File: config.mk
export PLATFORM = sky130hd
export DESIGN_NAME = uart_tx_arbiter
export DESIGN_NICKNAME = d
export VERILOG_FILES = /design/src/rtl/uart_tx_pkg.sv /design/src/rtl/rr_arbiter.sv /design/src/rtl/uart_tx_arbiter.sv
export SDC_FILE = /design/constraint.sdc
export NUM_CORES = 1
export LEC_CHECK = 0
export BUFFER_PORTS_ARGS = -buffer_cell sky130_fd_sc_hd__buf_2
export CAP_MARGIN = 40
export CORE_MARGIN = 5
export CORE_UTILIZATION = 53
export DETAILED_ROUTE_END_ITERATION = 7
export GPL_ROUTABILITY_DRIVEN = 0
export MAX_ROUTING_LAYER = met4
export PLACE_DENSITY_LB_ADDON = 0.3
export SYNTH_ARGS = -nofsm -noshare
export SYNTH_HDL_FRONTEND = slang
export SYNTH_SLANG_ARGS = --single-unit
File: constraint.sdc
create_clock -name Clk -period 10.4 [get_ports Clk]
set_input_delay 0.52 -clock Clk [delete_from_list [all_inputs] [get_ports Clk]]
set_output_delay 0.52 -clock Clk [all_outputs]
set_load 0.02 [all_outputs]
File: src/rtl/uart_tx_pkg.sv
// uart_tx_pkg
//   Shared definitions for the UART transmit path: byte width, the packet
//   sequencer's state encodings and the baud_set codes understood by
//   uart_byte_tx.
//   No ports (package).
package uart_tx_pkg;

    localparam int BYTE_W = 8;

    // Packet sequencer states (2-bit encoding kept for older debug tooling)
    localparam logic [1:0] ST_IDLE = 2'd0;
    localparam logic [1:0] ST_SEND = 2'd1;
    localparam logic [1:0] ST_WAIT = 2'd2;

    // baud_set codes for uart_byte_tx
    localparam logic [2:0] BAUD_9600   = 3'd0;
    localparam logic [2:0] BAUD_19200  = 3'd1;
    localparam logic [2:0] BAUD_38400  = 3'd2;
    localparam logic [2:0] BAUD_57600  = 3'd3;
    localparam logic [2:0] BAUD_115200 = 3'd4;

endpackage

File: src/rtl/rr_arbiter.sv
// rr_arbiter
//   Combinational round-robin pick: the winner is the first set bit of pend
//   at or above ptr, wrapping around to bit 0.
// Ports
//   pend    in   NUM_REQ  pending request bits
//   ptr     in   PW       highest-priority requester index
//   winner  out  NUM_REQ  one-hot winner, zero when nothing is pending
//   valid   out  1        at least one request pending
module rr_arbiter #(
    parameter int NUM_REQ = 4,
    parameter int PW      = $clog2(NUM_REQ)
) (
    input  logic [NUM_REQ-1:0] pend,
    input  logic [PW-1:0]      ptr,
    output logic [NUM_REQ-1:0] winner,
    output logic               valid
);

    always_comb begin
        logic [PW:0] pos;
        winner = '0;
        pos    = '0;
        for (int k = 0; k < NUM_REQ; k++) begin
            // ptr + k modulo NUM_REQ; one extra bit keeps the sum from overflowing
            pos = {1'b0, ptr} + (PW+1)'(k);
            if (pos >= (PW+1)'(NUM_REQ)) begin
                pos = pos - (PW+1)'(NUM_REQ);
            end
            if (winner == '0 && pend[pos[PW-1:0]]) begin
                winner[pos[PW-1:0]] = 1'b1;
            end
        end
    end

    assign valid = |pend;

endmodule

File: src/rtl/uart_tx_arbiter.sv
// uart_tx_arbiter
//   Shares one uart_byte_tx between NUM_REQ packet producers. Each requester
//   posts a packet of up to MAX_BYTES bytes; a round-robin arbiter grants one
//   packet at a time and the packet is fed LSB byte first to the byte
//   transmitter.
//   Byte handshake: send_go is a one-cycle start pulse with Data valid in the
//   same cycle and held until the next send_go; tx_done is a one-cycle pulse
//   in the Clk domain that completes the byte. tx_done outside WAIT is ignored.
// Ports
//   Clk       in   1                    system clock
//   Reset     in   1                    asynchronous, active-high reset
//   Req_Go    in   NUM_REQ              request pulse/level per requester
//   Req_Data  in   NUM_REQ*MAX_BYTES*8  payloads, requester i at [i*MAX_BYTES*8 +: MAX_BYTES*8]
//   Req_Len   in   NUM_REQ*LW           byte counts, requester i at [i*LW +: LW]
//   Req_Done  out  NUM_REQ              one-cycle pulse when a packet is fully sent
//   Grant     out  NUM_REQ              one-hot current owner, zero when idle
//   Busy      out  1                    a packet is owned
//   Data      out  8                    byte to uart_byte_tx
//   send_go   out  1                    start pulse to uart_byte_tx
//   tx_done   in   1                    byte-complete pulse from uart_byte_tx
module uart_tx_arbiter
    import uart_tx_pkg::*;
#(
    parameter  int NUM_REQ   = 4,
    parameter  int MAX_BYTES = 5,
    localparam int LW        = $clog2(MAX_BYTES+1)
) (
    input  logic                           Clk,
    input  logic                           Reset,
    input  logic [NUM_REQ-1:0]             Req_Go,
    input  logic [NUM_REQ*MAX_BYTES*8-1:0] Req_Data,
    input  logic [NUM_REQ*LW-1:0]          Req_Len,
    output logic [NUM_REQ-1:0]             Req_Done,
    output logic [NUM_REQ-1:0]             Grant,
    output logic                           Busy,
    output logic [BYTE_W-1:0]              Data,
    output logic                           send_go,
    input  logic                           tx_done
);

    localparam int PKT_W = MAX_BYTES*BYTE_W;
    localparam int PW    = $clog2(NUM_REQ);

    logic [1:0]         state_q;
    logic [NUM_REQ-1:0] pend_q;
    logic [NUM_REQ-1:0] win_oh;
    logic [NUM_REQ-1:0] grant_clr;
    logic               win_valid;
    logic               take;
    logic [PW-1:0]      ptr_q;
    logic [PW-1:0]      owner_q;
    logic [PW-1:0]      win_idx;
    logic [PW-1:0]      next_ptr;
    logic [PKT_W-1:0]   pkt_q;
    logic [PKT_W-1:0]   sel_data;
    logic [LW-1:0]      len_q;
    logic [LW-1:0]      idx_q;
    logic [LW-1:0]      sel_len;

    rr_arbiter #(
        .NUM_REQ (NUM_REQ),
        .PW      (PW)
    ) u_rr (
        .pend    (pend_q),
        .ptr     (ptr_q),
        .winner  (win_oh),
        .valid   (win_valid)
    );

    // Route the winner's payload and clamped length toward the snapshot registers
    always_comb begin
        win_idx  = '0;
        sel_data = '0;
        sel_len  = '0;
        for (int i = 0; i < NUM_REQ; i++) begin
            if (win_oh[i]) begin
                win_idx  = PW'(i);
                sel_data = Req_Data[i*PKT_W +: PKT_W];
                sel_len  = Req_Len[i*LW +: LW];
            end
        end
        if (sel_len > LW'(MAX_BYTES)) begin
            sel_len = LW'(MAX_BYTES);
        end
    end

    assign take      = (state_q == ST_IDLE) && win_valid;
    assign grant_clr = take ? win_oh : '0;
    assign next_ptr  = (owner_q == PW'(NUM_REQ-1)) ? '0 : owner_q + PW'(1);

    // A Go arriving on the very edge its requester is granted is absorbed by that grant
    always_ff @(posedge Clk or posedge Reset) begin
        if (Reset) begin
            pend_q <= '0;
        end else begin
            pend_q <= (pend_q | Req_Go) & ~grant_clr;
        end
    end

    always_ff @(posedge Clk or posedge Reset) begin
        if (Reset) begin
            state_q  <= ST_IDLE;
            ptr_q    <= '0;
            owner_q  <= '0;
            pkt_q    <= '0;
            len_q    <= '0;
            idx_q    <= '0;
            Req_Done <= '0;
            Grant    <= '0;
            Busy     <= 1'b0;
            Data     <= '0;
            send_go  <= 1'b0;
        end else begin
            Req_Done <= '0;
            case (state_q)
                ST_IDLE: begin
                    if (win_valid) begin
                        pkt_q   <= sel_data;
                        len_q   <= sel_len;
                        owner_q <= win_idx;
                        Grant   <= win_oh;
                        Busy    <= 1'b1;
                        idx_q   <= '0;
                        state_q <= ST_SEND;
                    end
                end
                ST_SEND: begin
                    if (len_q == '0) begin
                        // Empty packet: complete without touching the transmitter
                        Req_Done <= Grant;
                        Grant    <= '0;
                        Busy     <= 1'b0;
                        ptr_q    <= next_ptr;
                        state_q  <= ST_IDLE;
                    end else begin
                        // Snapshot is consumed as a shift register, low byte first
                        Data    <= pkt_q[BYTE_W-1:0];
                        pkt_q   <= pkt_q >> BYTE_W;
                        send_go <= 1'b1;
                        state_q <= ST_WAIT;
                    end
                end
                ST_WAIT: begin
                    send_go <= 1'b0;
                    if (tx_done) begin
                        if (idx_q == len_q - LW'(1)) begin
                            Req_Done <= Grant;
                            Grant    <= '0;
                            Busy     <= 1'b0;
                            ptr_q    <= next_ptr;
                            state_q  <= ST_IDLE;
                        end else begin
                            idx_q   <= idx_q + LW'(1);
                            state_q <= ST_SEND;
                        end
                    end
                end
                default: begin
                    state_q <= ST_IDLE;
                end
            endcase
        end
    end

endmodule

### Yosys cells after proc, flatten, opt, wreduce, memory -nomap -nowiden

Index checks and enable logic that the tools add are counted.

* register bits: 74
* output and inout bits: 18
* word-level logic and storage cells: 148

* $add $sub $neg: 10
* order comparisons: 13
* equality and inequality tests: 10
* multiplexer cells: 70
* bitwise gates (word level): 7
* reductions and logical operators: 26

Operators by type and width (number)
* two-way mux 40 bit: 6
* one-hot mux 40 bit (2 select lines): 1
* two-way mux 4 bit: 12
* two-way mux 2 bit: 13
* two-way mux 3 bit: 8
* OR 4 bit: 4
* two-way mux 1 bit: 15
* logical NOT 4 bit: 3
* less-than comparator 2 x 3 -> 1 bit (second input constant): 4
* != test 2 bit (second input constant): 6
* one-hot mux 4 bit (3 select lines): 1
* greater-or-equal comparator 3 bit (second input constant): 3
* binary-select mux 1 bit (select 2 bit): 4
* demux 1 bit (select 2 bit): 4
* greater-or-equal comparator 2 x 1 -> 1 bit (second input constant): 4
* logical AND 1 bit: 8
* one-hot mux 4 bit (2 select lines): 1
* AND reduction 2 bit: 4
* AND reduction 4 bit: 2
* subtractor 2 x 1 -> 2 bit (second input constant): 4
* adder 2 x 2 -> 3 bit (second input constant): 2
* one-hot mux 2 bit (3 select lines): 1
* one-hot mux 3 bit (2 select lines): 1
* nonzero test 2 bit: 3
* 21 further kinds: 22

### Depth between registers and ports, before layout

Gate-level depths: netlist of run 1.

* depth in word-level cells: 22
* gate-level depth with buffers: 14

### Hierarchy

Synthesis of run 1 repeated with hierarchy kept, for this count alone.

* cells, all modules: 534
* area total of the unflattened synthesis: 4873.4 µm²

Modules (own cells, without submodules)
* uart_tx_arbiter: times used 1, cells an instance 480, area an instance 4341.7 µm², sequential area each 1851.8 µm²
* rr_arbiter: times used 1, cells an instance 54, area an instance 531.8 µm², sequential area each 0.0 µm²

### Least setup slack after synthesis of run 1

No wires, ideal clock.

* kind: register -> register
* start: register ptr_q[0]
* end: register pkt_q[35]
* setup time: 0.121 ns
* data arrival time: 3.376 ns
* required time: 10.279 ns
* slack: 6.903 ns
* cell stages (with the launch flop): 13
* buffers on the path: 2
* period minus slack after synthesis: 3.497 ns
* path through: dfrtp_1 > buf_2 > inv_1 > ha_1 > or4_1 > and2_4 > o211a_1 > a222oi_1 > a31oi_2 > clkbuf_1 > o21ai_0 > o21ai_0 > a22o_1

* cells in the longest elaborated chain, start to end: 22
* elaborated cells between the ends (all ways): 62
* classes of those cells: 7 x add/sub; 12 x order compare; 30 x mux; 3 x bitwise; 10 x reduce/logical

Ends and longest elaborated chain
* start, declared: line uart_tx_arbiter.sv:50 `logic [PW-1:0] ptr_q;`
* start signal, assigned: line uart_tx_arbiter.sv:133 `ptr_q <= next_ptr;`
* start signal, assigned: line uart_tx_arbiter.sv:150 `ptr_q <= next_ptr;`
* branches (longest 15 deep; another with adder 2 x 1 -> 3 bit)
* two-way mux 4 bit (*): line rr_arbiter.sv:29 `if (winner == '0 && pend[pos[PW-1:0]]) begin`
* two-way mux 40 bit (3 in a row): line uart_tx_arbiter.sv:76 `if (win_oh[i]) begin`
* two-way mux 40 bit (*): line uart_tx_arbiter.sv:76
* two-way mux 40 bit (*): line uart_tx_arbiter.sv:117 `if (win_valid) begin`
* one-hot mux 40 bit (2 select lines) (*): line uart_tx_arbiter.sv:115 `case (state_q)`
* end signal, assigned: line uart_tx_arbiter.sv:118 `pkt_q <= sel_data;`
* end signal, assigned: line uart_tx_arbiter.sv:138 `pkt_q <= pkt_q >> BYTE_W;`
* end, declared: line uart_tx_arbiter.sv:54 `logic [PKT_W-1:0] pkt_q;`

Every way passes the cells marked *. The select of a mux whose other input is x is not followed.
A chain may end at the register's enable or synchronous reset.

### Final worst setup path of run 1

* start: register ptr_q[0]
* end: register pkt_q[20]

Same word-level chain as after synthesis.

==> metrics.cfg, run 1 <==
[routing]
viasPerCell=6.120
totalWireLength_um=15790
vias=5245
drc=0
wl_per_cell_um=18.42
ant_nets=0
drt-initial-drc-count=359
first_pass_iters=5

[grt]
grt_overflow=0
grtUsageTotal_pct=28.40
grt_first_pass_wirelength_um=25260
grt_pass1_vias=5324
grt_start_max_net_pins=74
antenna_found_initial=0

[layout]
fin_nets=936
antenna_cells=0
area_growth_pct=26.92
design_area_sq_um=6260
drive_above_1_share_pct=33.24

[floorplan]
die-width_um=106.5
die_h_um=106.5
ioPinCount=197
design.die.area_sq_um=11340
core_area_sq_um=9153
start_util_pct=53.89
floorplan.rows=35

[yosys]
syn_avg_cell_area_sq_um=8.668
synth_async_sr_flop_share_pct=100.0
synth_top_area_share_pct=37.54
synthTopCellsByArea=dfrtp_1 38%, o21ai_1 6.7%, o31ai_1 6.1%, a221oi_1 5.7%, nand2_1 4.3%
synth_area_sq_um=4932
ys_warn_count=0
synth.most_common_cell=dfrtp_1
yosys_register_bits=74
synth_edf_count=0
synth_ff_type=dfrtp_1
synth.largest_area_cell=dfrtp_1
synthTopCellsByCount=74 x dfrtp_1, 66 x o21ai_1, 56 x nand2_1
synth_cells=569
synth.distinct_cells=56
ys_seq_area_share_pct=37.54
syn-num-nets=764

[sta]
relSlewSlack_pct=42.45
fmax_ghz=0.2211
rsz0062_at_grt=no
slew_violations=0
min_period_ns=4.522
final_hold_viol_count=0
fin_setup_tns_ns=0
setup_viol=0
fin_crit_sh_pct=43.48
fin_skew_ns=0.01030
worst_slew_pin_slew_ns=0.8632

[critical_path]
slowest_stage=a222oi_1
cp_slowest_stage_delay_ns=0.73
worst_setup_path_end_kind=register
crit_top_cell=o21ai_1
worstRegToRegCells=12
cp-start-kind=register
path_buf_inv=2
rr_endpoint=pkt_q[20]
crit_chain=inv_1, ha_1, or4_1, and2_4, o211a_1, a222oi_1, a31o_2, buf_16, a221oi_1, o31ai_1, o21ai_1, o21ai_1
rrSetupSlack_ns=5.88
crit_family=compound AO/OA/AOI/OAI gates
worst-path-max-fanout=27
crit-reg2reg-launch=ptr_q[0]
path_class=register to register
required_ns=10.67
arrival_ns=4.79

[clock_tree]
postCtsSetupBuffers=0
clk_pin_slew_ns=0.08
clk_path_buf_depth=2
clk_latency_ns=0.35
root_buffer=clkbuf_8
cts.sinks=74
cts_tree=yes
cts_resized=0
postCtsHoldBufs=0
htreeDepth=3
numCtsBuffers=9

[place]
dpl.hpwl_um=11920
place_area_sq_um=6025
io_buffers=196

[flow_run]
maxCapViolations=0

[run_status]
status=finished clean

[hold_path]
hold_path_class=input port to async pin

==> sequential cells by signal, indices dropped and copies added (netlist names), 3 cells and up <==
register / count
Data: 8
Grant: 4
Req_Done: 4
idx_q: 3
len_q: 3
pend_q: 4
pkt_q: 40
==> stage by stage <==
stage / utilization, % / setup slack, ns / hold slack, ns / instances
finish: 68.39 / 5.878 / 0.1712 / 857
global route: 68.39 / 5.698 / 0.1837 / 857
CTS: 68.39 / 5.918 / 0.1697 / 857
floorplan: - / 6.903 / 0.4428 / 569
detailed placement: 65.82 / 5.953 / 0.4702 / 841
global placement: 64.32 / 5.819 / 0.4600 / 835
==> cell usage in the layout (no fill, tap or decap), drive strengths merged, types with 9 or more instances in the layout <==
cell type and instances:
clkbuf 10, buf 208, mux2 9, ha 16, o21ai 95, a22o 12
a221oi 33, nand2 56, o31ai 40, dfrtp 74, nor2 51, inv 20
a21oi 41
==> per-layer routing <==
metal  vias to the layer above  GRT usage, %  part of all wire, %
met1                      2471         34.31                   39
met4                         0         9.863                  3.0
li1                       2479             -                    -
met5                         -             -                    0
met2                       254         47.60                   49
met3                        41         5.768                  8.2
==> worst max path at each step <==
| stage | start | end | slack, ns | cells past startpoint |
|---|---|---|---|---|
| after floorplan | ptr_q[0] | pkt_q[35] | 6.90 | 12 |
| after global placement | ptr_q[0] | pkt_q[8] | 5.82 | 11 |
| after detailed placement | ptr_q[0] | pkt_q[20] | 5.95 | 12 |
| after CTS | ptr_q[0] | pkt_q[20] | 5.92 | 12 |
| after global routing | ptr_q[0] | pkt_q[20] | 5.70 | 12 |
| final | ptr_q[0] | pkt_q[20] | 5.88 | 12 |
==> cells by family after synthesis <==
group	after synthesis	synth area share (%)
AO/OA/AOI/OAI	263	35.92
XOR/XNOR	4	0.7102
adder cells (fa/ha/maj)	16	4.059
buffers and inverters	65	6.037
flip-flops	74	37.54
multiplexers	15	4.287
AND/OR/NAND/NOR	132	11.44
==> worst min-delay path, stage by stage <==
cell and delay, ns:
buf_2 0.10, inv_2 0.03, buf_4 0.25
==> area by class of cell <==
type                       instances  area [sq um]
clock inverter                     6         97.59
inverter                          18         67.56
clock buffer                      10         137.6
sequential                        74          1852
tap                              111         138.9
timing repair buffer             208          1164
fill                             718          2893
multi-input combinational        430          2803
Power of run 1 is left out: the tool's default activity adds up to more than one toggle a clock period on the data nets, which glitch-free logic cannot reach.
==> run 2, diff against run 1 <==
Settings changed: CORE_UTILIZATION 53 to 50.
Clock period 10.4 ns to 4.6 ns, I/O delays scaled along.
==> metrics.cfg, run 2 (synthesized netlist as in run 1, its figures left out) <==
[hold_path]
holdPathStages=2
min_from=Req_Go[0]
min_to=pend_q[0]
hold_path_class=input port to register

[layout]
reg.largest.list=pkt_q: 40 flops, Data: 8 flops
mostFrequentLayoutCells=196 x buf_2, 74 x dfrtp_1, 67 x o21ai_1, 56 x nand2_1, 51 x nor2_1
largest-register=pkt_q
fin_nets=938  ; +0.21%
antenna_cells=0  ; unchanged
seq_area_sq_um=1852  ; unchanged
nFillCells=838  ; +17%
final_common_cell=buf_2
area_growth_pct=25.88
largest_reg_flops=40  ; unchanged
multi_input_area_sq_um=2803  ; unchanged
drive_above_1_share_pct=33.29  ; +0.045 points

[critical_path]
required_ns=4.88  ; -5.79 ns
worstRegToRegCells=13  ; +1
cp_slowest_stage_delay_ns=0.66  ; -0.07 ns
cp-start-kind=register
crit_family=compound AO/OA/AOI/OAI gates
crit_chain=inv_1, ha_1, or4_1, and2_4, o211a_1, a222oi_1, buf_4, a31o_2, buf_4, a221oi_1, o31ai_1, o21ai_1, o21ai_1
worst_setup_path_end_kind=register
rrSetupSlack_ns=0.34  ; -5.53 ns
path_buf_inv=3  ; +1
crit-reg2reg-launch=ptr_q[0]
path_class=register to register
arrival_ns=4.54  ; -0.25 ns
worst-path-max-fanout=26  ; -3.7%
slowest_stage=dfrtp_1
rr_endpoint=pkt_q[17]

[grt]
grtUsageTotal_pct=26.74  ; -1.7 points
grt_first_pass_wirelength_um=24340  ; -3.7%
grt_overflow=0  ; unchanged
grt_pass1_vias=5104  ; -4.1%
grt_start_max_net_pins=70  ; -5.4%
antenna_found_initial=0  ; unchanged

[floorplan]
die-width_um=109.3  ; +2.7%
core_area_sq_um=9684  ; +5.8%
ioPinCount=197  ; unchanged
floorplan.rows=36  ; +2.9%
start_util_pct=50.93  ; -3.0 points
design.die.area_sq_um=11950  ; +5.4%
die_h_um=109.3  ; +2.7%

[routing]
wl_per_cell_um=17.64  ; -4.2%
drc=0  ; unchanged
first_pass_iters=7  ; +2
viasPerCell=5.958  ; -2.6%
ant_nets=0  ; unchanged
vias=5249  ; +0.076%
drt-initial-drc-count=500  ; +39%
totalWireLength_um=15540  ; -1.5%

[clock_tree]
numCtsBuffers=9  ; unchanged
clk_latency_ns=0.36  ; about the same
htreeDepth=3  ; unchanged
root_buffer=clkbuf_8
clk_pin_slew_ns=0.08  ; about the same
postCtsSetupBuffers=0  ; unchanged
clk_path_buf_depth=2  ; unchanged
cts_tree=yes
cts.sinks=74  ; unchanged

[sta]
final_hold_viol_count=0  ; unchanged
fin_crit_sh_pct=92.52  ; +49 points
slew_violations=0  ; unchanged
min_period_ns=4.256  ; -0.2666 ns
fmax_ghz=0.2350  ; +6.3%
fin_setup_tns_ns=0  ; unchanged
setup_viol=0  ; unchanged
fin_skew_ns=0.01409  ; +0.003791 ns
rsz0062_at_grt=no
worst_slew_pin_slew_ns=0.8313  ; -0.03192 ns
relSlewSlack_pct=44.15  ; +1.7 points

[place]
io_buffers=196  ; unchanged
dpl.hpwl_um=11790  ; -1.1%

[flow_run]
maxCapViolations=0  ; unchanged

[run_status]
status=finished clean

[run 2: layout make-up]
type / count / area share, %
repair buffers: 210 / 17.94
multi-input cells: 430 / 45.14
clock inverters: 7 / 1.330
clock buffers: 9 / 1.995
inverters: 18 / 1.088
flip-flops and latches: 74 / 29.83
well taps: 133 / 2.680
[run 2: worst max-delay path by stage]
stage	start	endpoint	slack, ns	cells past startpoint
after floorplan	ptr_q[0]	pkt_q[35]	1.10	12
after global placement	ptr_q[0]	pkt_q[13]	0.55	11
after detailed placement	ptr_q[0]	pkt_q[17]	0.37	13
after CTS	ptr_q[0]	pkt_q[17]	0.35	13
after global routing	ptr_q[0]	pkt_q[29]	0.09	13
final	ptr_q[0]	pkt_q[17]	0.34	13
[run 2: repair_timing]
action | 4_1_cts | 5_1_grt
hold buffers | 1 | 0
gates resized for setup | 0 | 0
hold endpoints to repair | 29 | 0
[run 2: stage by stage]
step                      hold WS, ns  worst slack, ns  utilization, %  cells  cell area [sq um]
after floorplan                0.3666            1.103               -    569               4932
after global placement         0.4604           0.5511           61.59    862               5964
after detailed placement       0.3296           0.3655           61.87    864               5992
after CTS                      0.1156           0.3489           64.11    881               6208
after global routing           0.1154          0.08625           64.11    881               6208
final                          0.1240           0.3442           64.11    881               6208
[run 2: metal layers]
layer	GRT usage (%)	routed length [um]
met5	-	0
met4	9.350	322
met3	3.993	1266
met2	45.86	7828
met1	32.19	6125
Power of run 2 is left out for the same reason.
==> run 3, diff against run 2 <==
Settings changed: ABC_AREA set to 1, CAP_MARGIN 40 to unset.
==> metrics.cfg, run 3 <==
[run_status]
status=finished clean

[routing]
drt-initial-drc-count=418  ; -16%
totalWireLength_um=16170  ; +4.1%
vias=5709  ; +8.8%
wl_per_cell_um=14.90  ; -16%
ant_nets=0  ; unchanged
drc=0  ; unchanged
viasPerCell=5.262  ; -12%
first_pass_iters=5  ; -2

[place]
place_inst=1069  ; +24%
io_buffers=196  ; unchanged
dpl.hpwl_um=11580  ; -1.8%

[floorplan]
die_h_um=112.6  ; +3.0%
design.die.area_sq_um=12680  ; +6.1%
die-width_um=112.6  ; +3.0%
start_util_pct=51.23  ; +0.30 points
ioPinCount=197  ; unchanged
floorplan.rows=37  ; +2.8%
core_area_sq_um=10280  ; +6.1%

[sta]
relSlewSlack_pct=31.03  ; -13 points
slew_violations=0  ; unchanged
min_period_ns=3.573  ; -0.6831 ns
fmax_ghz=0.2799  ; +19%
fin_crit_sh_pct=77.67  ; -15 points
fin_skew_ns=0.01116  ; -0.002933 ns
rsz0062_at_grt=no
final_hold_viol_count=0  ; unchanged
worst_slew_pin_slew_ns=1.008  ; +0.1771 ns
fin_setup_tns_ns=0  ; unchanged
setup_viol=0  ; unchanged

[grt]
grt_start_max_net_pins=75  ; +7.1%
grt_pass1_vias=5438  ; +6.5%
grt_overflow=0  ; unchanged
grt_first_pass_wirelength_um=25940  ; +6.6%
antenna_found_initial=0  ; unchanged
grtUsageTotal_pct=25.62  ; -1.1 points

[clock_tree]
cts_resized=0  ; unchanged
clk_latency_ns=0.35  ; about the same
cts.sinks=74  ; unchanged
cts_tree=yes
numCtsBuffers=9  ; unchanged
htreeDepth=3  ; unchanged
postCtsSetupBuffers=0  ; unchanged
postCtsHoldBufs=0  ; -1
clk_pin_slew_ns=0.09  ; about the same
root_buffer=clkbuf_8
clk_path_buf_depth=2  ; unchanged

[layout]
mostFrequentLayoutCells=227 x nand2_1, 196 x buf_2, 97 x nor2_1, 84 x a21oi_1, 74 x dfrtp_1
reg.largest.list=pkt_q: 40 flops, Data: 8 flops
fin_util_pct=62.42  ; -1.7 points
multi_input_area_sq_um=2963  ; +5.7%
nFillCells=1024  ; +22%
antenna_cells=0  ; unchanged
largest-register=pkt_q
seq_area_sq_um=1852  ; unchanged
drive_above_1_share_pct=26.24  ; -7.1 points
final_common_cell=nand2_1
fin_cells=1085  ; +23%
fin_nets=1139  ; +21%
area_growth_pct=21.84
largest_reg_flops=40  ; unchanged

[yosys]
synth_cells=777  ; +37%
ys_seq_area_share_pct=35.17  ; -2.4 points
synthTopCellsByArea=dfrtp_1 35%, nand2_1 16%, a21oi_1 8.0%, nor2_1 6.9%, o21ai_1 6.7%
syn-num-nets=972  ; +27%
synth.largest_area_cell=dfrtp_1
synth_top_area_share_pct=35.17  ; -2.4 points
synth_async_sr_flop_share_pct=100.0  ; unchanged
ys_warn_count=0  ; unchanged
synth.most_common_cell=nand2_1
synthTopCellsByCount=227 x nand2_1, 97 x nor2_1, 84 x a21oi_1
syn_avg_cell_area_sq_um=6.776  ; -22%
synth_ff_type=dfrtp_1
synth_area_sq_um=5265  ; +6.7%
synth_edf_count=0  ; unchanged
yosys_register_bits=74  ; unchanged
synth.distinct_cells=37  ; -34%

[flow_run]
maxCapViolations=0  ; unchanged

[critical_path]
rr_endpoint=pkt_q[5]
critPathLaunch=ptr_q[1]
worst_setup_path_end_kind=register
worstRegToRegCells=21  ; +8
cp-start-kind=register
arrival_ns=3.80  ; -0.74 ns
path_class=register to register
rrSetupSlack_ns=1.03  ; +0.68 ns
worst-path-max-fanout=46  ; +77%
crit_chain=inv_1, ha_1, inv_1, nand3_1, nand2_1, inv_1, nand2_1, inv_2, nand3_1, nand2_1, nor2_1, nand3_1, nand3_2, nor2_4, nand4_2, nand2_4, inv_4, o21ai_1, a21oi_1, o21ai_1, nand2_1
crit_top_cell=nand2_1
cp_slowest_stage_delay_ns=0.48  ; -0.18 ns
slowest_stage=dfrtp_1
required_ns=4.83  ; -0.05 ns
endpoint=pkt_q[5]
crit-reg2reg-launch=ptr_q[1]

[hold_path]
hold_path_class=input port to register

[run 3: cell count changes after synthesis, sizes merged, moves of 33 or more]
cell	before	now
a21oi	41	84
nand2	56	235
o31ai	40	1
nor2	51	100
a221oi	33	0
nand3	0	61
[run 3: final cells by class]
cell class,count,share of cell area [%]
multi-input combinational,616,46.19
sequential,74,28.87
timing repair buffer,200,15.76
inverter,43,2.653
tap,136,2.653
clock inverter,7,1.950
clock buffer,9,1.931
[run 3: how the worst min path moves through the flow]
stage	slack, ns	to	start	cells after the start
3_5_place_dp	0.46	Data[6]	Data[6]	2
3_3_place_gp	0.45	Data[3]	Data[3]	2
5_1_grt	0.11	pend_q[3]	Req_Go[3]	3
6_report	0.10	pend_q[3]	Req_Go[3]	3
2_1_floorplan	0.37	pend_q[2]	Req_Go[2]	2
4_1_cts	0.09	pend_q[3]	Req_Go[3]	3
[run 3: stage by stage]
stage               hold slack (ns)  area (sq um)  worst slack, ns
floorplan                    0.3685          5265            1.997
global route                 0.1125          6415           0.6544
CTS                         0.09020          6415            1.054
detailed placement           0.4581          6166            1.073
finish                       0.1039          6415            1.027
global placement             0.4532          6166            1.219
[run 3: layer usage]
metal / global-route usage, % / vias to the layer above / part of all wire [%]
met4: 6.891 / 0 / 1.8
li1: - / 2889 / -
met3: 4.313 / 26 / 6.9
met5: - / - / 0
met1: 32.31 / 2575 / 43
met2: 42.65 / 219 / 48
[run 3: worst max-delay path: cells and delay by family, from the launching register on]
family	cells	cell delay, ns
adder cells (fa/ha/maj)	1	0.34
buffers and inverters	5	0.69
AO/OA/AOI/OAI	3	0.46
flip-flops	1	0.48
AND/OR/NAND/NOR	12	1.43
[run 3: cell families after synthesis]
group | after synthesis | synth area share [%]
simple gates | 404 | 32.51
compound gates | 193 | 19.46
buf+inv | 87 | 8.555
flops | 74 | 35.17
fa+ha+maj | 16 | 3.802
xor+xnor | 3 | 0.4991
Power of run 3 is left out for the same reason.
